## src/rtl/mux_stream_nx1_pkg.sv

```systemverilog
// mux_stream_nx1_pkg: grant-mode constants and pointer helper shared by the stream mux slice.
package mux_stream_nx1_pkg;

    localparam int MODE_FIXED = 0;
    localparam int MODE_RR    = 1;

    function automatic int next_index(input int g, input int n);
        return (g == n - 1) ? 0 : g + 1;
    endfunction

endpackage

```

## src/rtl/mux_stream_nx1_rr_arbiter.sv

```systemverilog
// mux_stream_nx1_rr_arbiter: picks the first requesting channel starting at ptr, wrapping modulo N_CH.
module mux_stream_nx1_rr_arbiter #(
    parameter int N_CH  = 4,
    parameter int SEL_W = 2
) (
    input  logic [N_CH-1:0]  req,
    input  logic [SEL_W-1:0] ptr,
    output logic [N_CH-1:0]  grant,
    output logic [SEL_W-1:0] idx,
    output logic             any
);

    always_comb begin
        grant = '0;
        idx   = '0;
        any   = 1'b0;
        for (int i = 0; i < N_CH; i++) begin
            int k;
            k = int'(ptr) + i;
            k = (k >= N_CH) ? k - N_CH : k;
            if (!any && req[k]) begin
                any      = 1'b1;
                idx      = SEL_W'(k);
                grant[k] = 1'b1;
            end
        end
    end

endmodule

```

## src/rtl/mux_stream_nx1.sv

```systemverilog
// mux_stream_nx1: N:1 valid/ready stream mux with one registered output stage,
// granted either by an external select or by a round-robin arbiter.
module mux_stream_nx1
    import mux_stream_nx1_pkg::*;
#(
    parameter int WIDTH = 8,
    parameter int N_CH  = 4,
    parameter int MODE  = MODE_FIXED,
    localparam int SEL_W = $clog2(N_CH)
) (
    input  logic                  clk,
    input  logic                  rst,
    input  logic [N_CH*WIDTH-1:0] in_data,
    input  logic [N_CH-1:0]       in_valid,
    output logic [N_CH-1:0]       in_ready,
    input  logic [SEL_W-1:0]      sel,
    output logic [WIDTH-1:0]      out_data,
    output logic                  out_valid,
    input  logic                  out_ready,
    output logic [SEL_W-1:0]      out_ch
);

    logic                  load;
    logic                  g_any;
    logic                  xfer;
    logic [SEL_W-1:0]      g_idx;
    logic [SEL_W-1:0]      ptr;
    logic [N_CH-1:0]       onehot;
    logic [WIDTH-1:0]      words [N_CH];

    for (genvar k = 0; k < N_CH; k++) begin : g_word
        assign words[k] = in_data[k*WIDTH +: WIDTH];
    end

    if (MODE == MODE_RR) begin : g_rr
        logic unused_sel;
        assign unused_sel = ^sel;
        mux_stream_nx1_rr_arbiter #(
            .N_CH  (N_CH),
            .SEL_W (SEL_W)
        ) u_arb (
            .req   (in_valid),
            .ptr   (ptr),
            .grant (onehot),
            .idx   (g_idx),
            .any   (g_any)
        );
    end else begin : g_fixed
        // Select codes past the last channel (non power-of-two N_CH) grant nobody.
        logic [(1<<SEL_W)-1:0] sel_ok;
        logic                  unused_ptr;
        for (genvar i = 0; i < (1 << SEL_W); i++) begin : g_ok
            assign sel_ok[i] = (i < N_CH);
        end
        assign unused_ptr = ^ptr;
        assign g_any  = sel_ok[sel];
        assign g_idx  = sel;
        assign onehot = g_any ? N_CH'(1) << sel : '0;
    end

    assign load     = !out_valid || out_ready;
    assign in_ready = (load && !rst) ? onehot : '0;
    assign xfer     = g_any && load && in_valid[g_idx];

    always_ff @(posedge clk or posedge rst) begin
        if (rst) begin
            out_valid <= 1'b0;
            out_data  <= '0;
            out_ch    <= '0;
            ptr       <= '0;
        end else if (xfer) begin
            out_valid <= 1'b1;
            out_data  <= words[g_idx];
            out_ch    <= g_idx;
            ptr       <= SEL_W'(next_index(int'(g_idx), N_CH));
        end else if (out_ready) begin
            out_valid <= 1'b0;
        end
    end

endmodule

```

## config.mk

```make
export PLATFORM = sky130hd
export DESIGN_NAME = mux_stream_nx1
export DESIGN_NICKNAME = d
export VERILOG_FILES = /design/src/rtl/mux_stream_nx1_pkg.sv /design/src/rtl/mux_stream_nx1_rr_arbiter.sv /design/src/rtl/mux_stream_nx1.sv
export SDC_FILE = /design/constraint.sdc
export NUM_CORES = 1
export LEC_CHECK = 0
export CORE_MARGIN = 4
export CORE_UTILIZATION = 35
export CTS_BUF_LIST = sky130_fd_sc_hd__clkbuf_16
export CTS_CLUSTER_SIZE = 10
export DETAILED_ROUTE_END_ITERATION = 8
export PLACE_DENSITY = 0.84
export SYNTH_ARGS = -nofsm -noshare
export SYNTH_HDL_FRONTEND = slang
export SYNTH_SLANG_ARGS = --single-unit
```

## constraint.sdc

```tcl
create_clock -name clk -period 2.15 [get_ports clk]
set_input_delay 0.43 -clock clk [delete_from_list [all_inputs] [get_ports clk]]
set_output_delay 0.43 -clock clk [all_outputs]
set_load 0.02 [all_outputs]
```

==> run summary <==
Placed standard-cell area -> 1350 um^2
Full die area -> 2850 um^2
Root Buffer -> clkbuf_16
Fillers -> 144
Hold Path Class -> flop to flop
Slew HR -> 0.703
Worst Setup Slack, final -> 0.0773 ns
Fin. Hold Viols -> 0
Layout cells sized above 1 -> 0.287
Vias in the first global route -> 775
Crit share post-route -> 0.964
Layout Skew -> 0.00210 ns
Worst EP arrival -> 1.64 ns
Clk Latency, worst-skew pair -> 0.24 ns
Largest buffer count on any clock path -> 2
Via Count -> 696
Core area -> 1960 um^2
P_leak -> 0.612 nW
DP Worst Slack -> -0.243 ns
Synth top area share -> 0.381
Crit start category -> input pin
Post-CTS Setup Inserts -> 0
Synth Area in XOR/XNOR -> 0
Post-Syn Area -> 722 um^2
Antenna violations before repair -> 0
GR Util All Layers -> 0.194
Syn_area_per_cell -> 14.2 um^2
CTS tree -> built
Congestion Overflow GR -> 0
Actual slew at the worst max-slew pin -> 0.443 ns
Die Y -> 53.4 um
CP Max Fanout -> 3
Remaining DRCs -> 0
Final slew viol count -> 0
Effective utilization at floorplan -> 0.368
Largest family of logic cells by synthesized area -> multiplexers
Synth cell types -> 21
Crit path cell chain -> clkdlybuf4s50_1, buf_4, nor4_1, dlygate4sd2_1
Synth warnings -> 0
Total wire length after detailed routing -> 2.55 mm
Total clock buffers created by CTS -> 3
Seq/Total Area, Yosys -> 0.381
Post-synthesis adder-cell area fraction -> 0
Total Power -> 0.00103 W
Setup Crit Path Kind -> input pin to primary output
First-pass GRT wire length -> 3.80 mm
Largest area contributor in the netlist -> dfrtp_1
Max_cap viols -> 0
Chip Width -> 53.4 um
Nets -> 157
Clock Pin Slew Worst Setup and Hold Paths -> 0.04 ns
CTS Sinks -> 11
Max Clk Rate -> 482 MHz
Simple-gate area share of the yosys netlist -> 0.0849
Hold WS -> 0.501 ns
Post-synthesis mux area share -> 0.425
I/O Buffers -> 55
RSZ-0062 raised after global routing -> false
Post-Synthesis Cells -> 51
Worst path max stage delay -> 0.44 ns
DR pass1 iterations -> 2
Min cycle time layout -> 2.07 ns
Wirelength per Cell -> 18.0 um
CP max-delay cell -> clkdlybuf4s50_1
Cts repair resizes -> 6
Htree depth -> 1
Placer congestion estimate -> 0.765
Fin area -> 1430 um^2
CP endpoint kind -> primary output
Syn_nets -> 92
Compound-cell area share of the yosys netlist -> 0.0468
Post-DR vias/cell -> 4.90
DR iter-0 viols -> 6
Cts hold-fix bufs -> 0
Number of synthesized register bits -> 11
VDD IR-drop max -> 0.573 mV
Largest net degree at the start of global routing -> 12
Antenna cells -> 0
Critical Path RT -> 1.72 ns
Antenna viol nets, final -> 0
Final setup viols -> 0
Layout area overhead -> 98.4%
Status -> completed
I/O pins -> 56
Power Density -> 722 nW/um^2
Synth area leaders -> dfrtp_1, mux4_2, mux2_2
Row cnt -> 16
## final cells by class
| cell class | instances | area (um^2) | share of cell area |
|---|---|---|---|
| Tap cell | 27 | 33.8 | 0.0236 |
| Sequential cell | 11 | 275 | 0.192 |
| Clock buffer | 3 | 75.1 | 0.0524 |
| Clock inverter | 1 | 3.75 | 0.00262 |
| Inverter | 3 | 11.3 | 0.00786 |
| Timing Repair Buffer | 64 | 624 | 0.436 |
| Multi-Input combinational cell | 33 | 409 | 0.286 |
## worst paths after layout
kind | start | depth (start not counted) | end | slack, ns
max | sel[0] | 4 | in_ready[0] | 0.08
min | out_data[4] | 1 | out_data[4] | 0.50
max reg2reg | out_valid | 6 | out_ch[1] | 0.48
min reg2reg | out_data[4] | 1 | out_data[4] | 0.50
max in group asynchronous | rst | 2 | out_data[2] | 1.25
min in group asynchronous | rst | 2 | out_data[6] | 0.60
## cell usage in the layout (no fill, tap or decap), types with 2 or more instances in the layout
| cell | n |
|---|---|
| clkdlybuf4s50_1 | 50 |
| dfrtp_1 | 11 |
| mux2_2 | 9 |
| mux4_2 | 8 |
| buf_4 | 8 |
| dlygate4sd2_1 | 5 |
| inv_1 | 4 |
| clkbuf_16 | 3 |
| and3_1 | 2 |
| nor4_1 | 2 |
## cell families (layout without fill, tap and decap cells)
group,Yosys count,after routing
multiplexers,19,19
flip-flops,11,11
AND/OR/NAND/NOR,11,11
buffers and inverters,7,71
AO/OA/AOI/OAI,3,3
## routing by layer
layer,share of wire,GRT usage
met1,0.37,0.205
met2,0.51,0.351
met3,0.10,0.0648
met4,0.016,0.0723
met5,0,0
## synthesized netlist by cell type
library cell	count
dfrtp_1	11
mux2_2	9
mux4_2	8
inv_1	3
and3_1	2
buf_6	2
nor4_1	2
a21o_1	1
a31oi_4	1
buf_4	1
clkbuf_1	1
mux2_4	1
mux2i_1	1
nand2_1	1
nand2b_1	1
nand3_1	1
nor2_1	1
nor2b_1	1
nor3_1	1
o21ai_0	1
or2_2	1
## registers in the layout (all words and copies together), names as in the netlist
signal / flops
out_data: 8
out_ch: 2
out_valid: 1
## report_power, final
| part | leakage (nW) | internal (W) | switching [W] |
|---|---|---|---|
| logic | 0.442 | 0.000243 | 0.000162 |
| clock network | 0.0423 | 0.000245 | 0.0000981 |
| registers | 0.127 | 0.000259 | 0.0000290 |
| total | 0.612 | 0.000746 | 0.000289 |
## worst max-delay path, delay by kind of cell
kind | cells | cell delay [ns]
buffers and inverters | 3 | 0.97
and+or+nand+nor | 1 | 0.25
## through the flow
step / setup TNS, ns / std cells / util
finish: 0 / 142 / 0.730
global route: 0 / 142 / 0.730
CTS: 0 / 142 / 0.728
detailed placement: -1.69 / 138 / 0.689
global placement: -1.21 / 138 / 0.689
floorplan: 0 / 51 / -
Note: power is estimated with default switching activity, not from simulation.
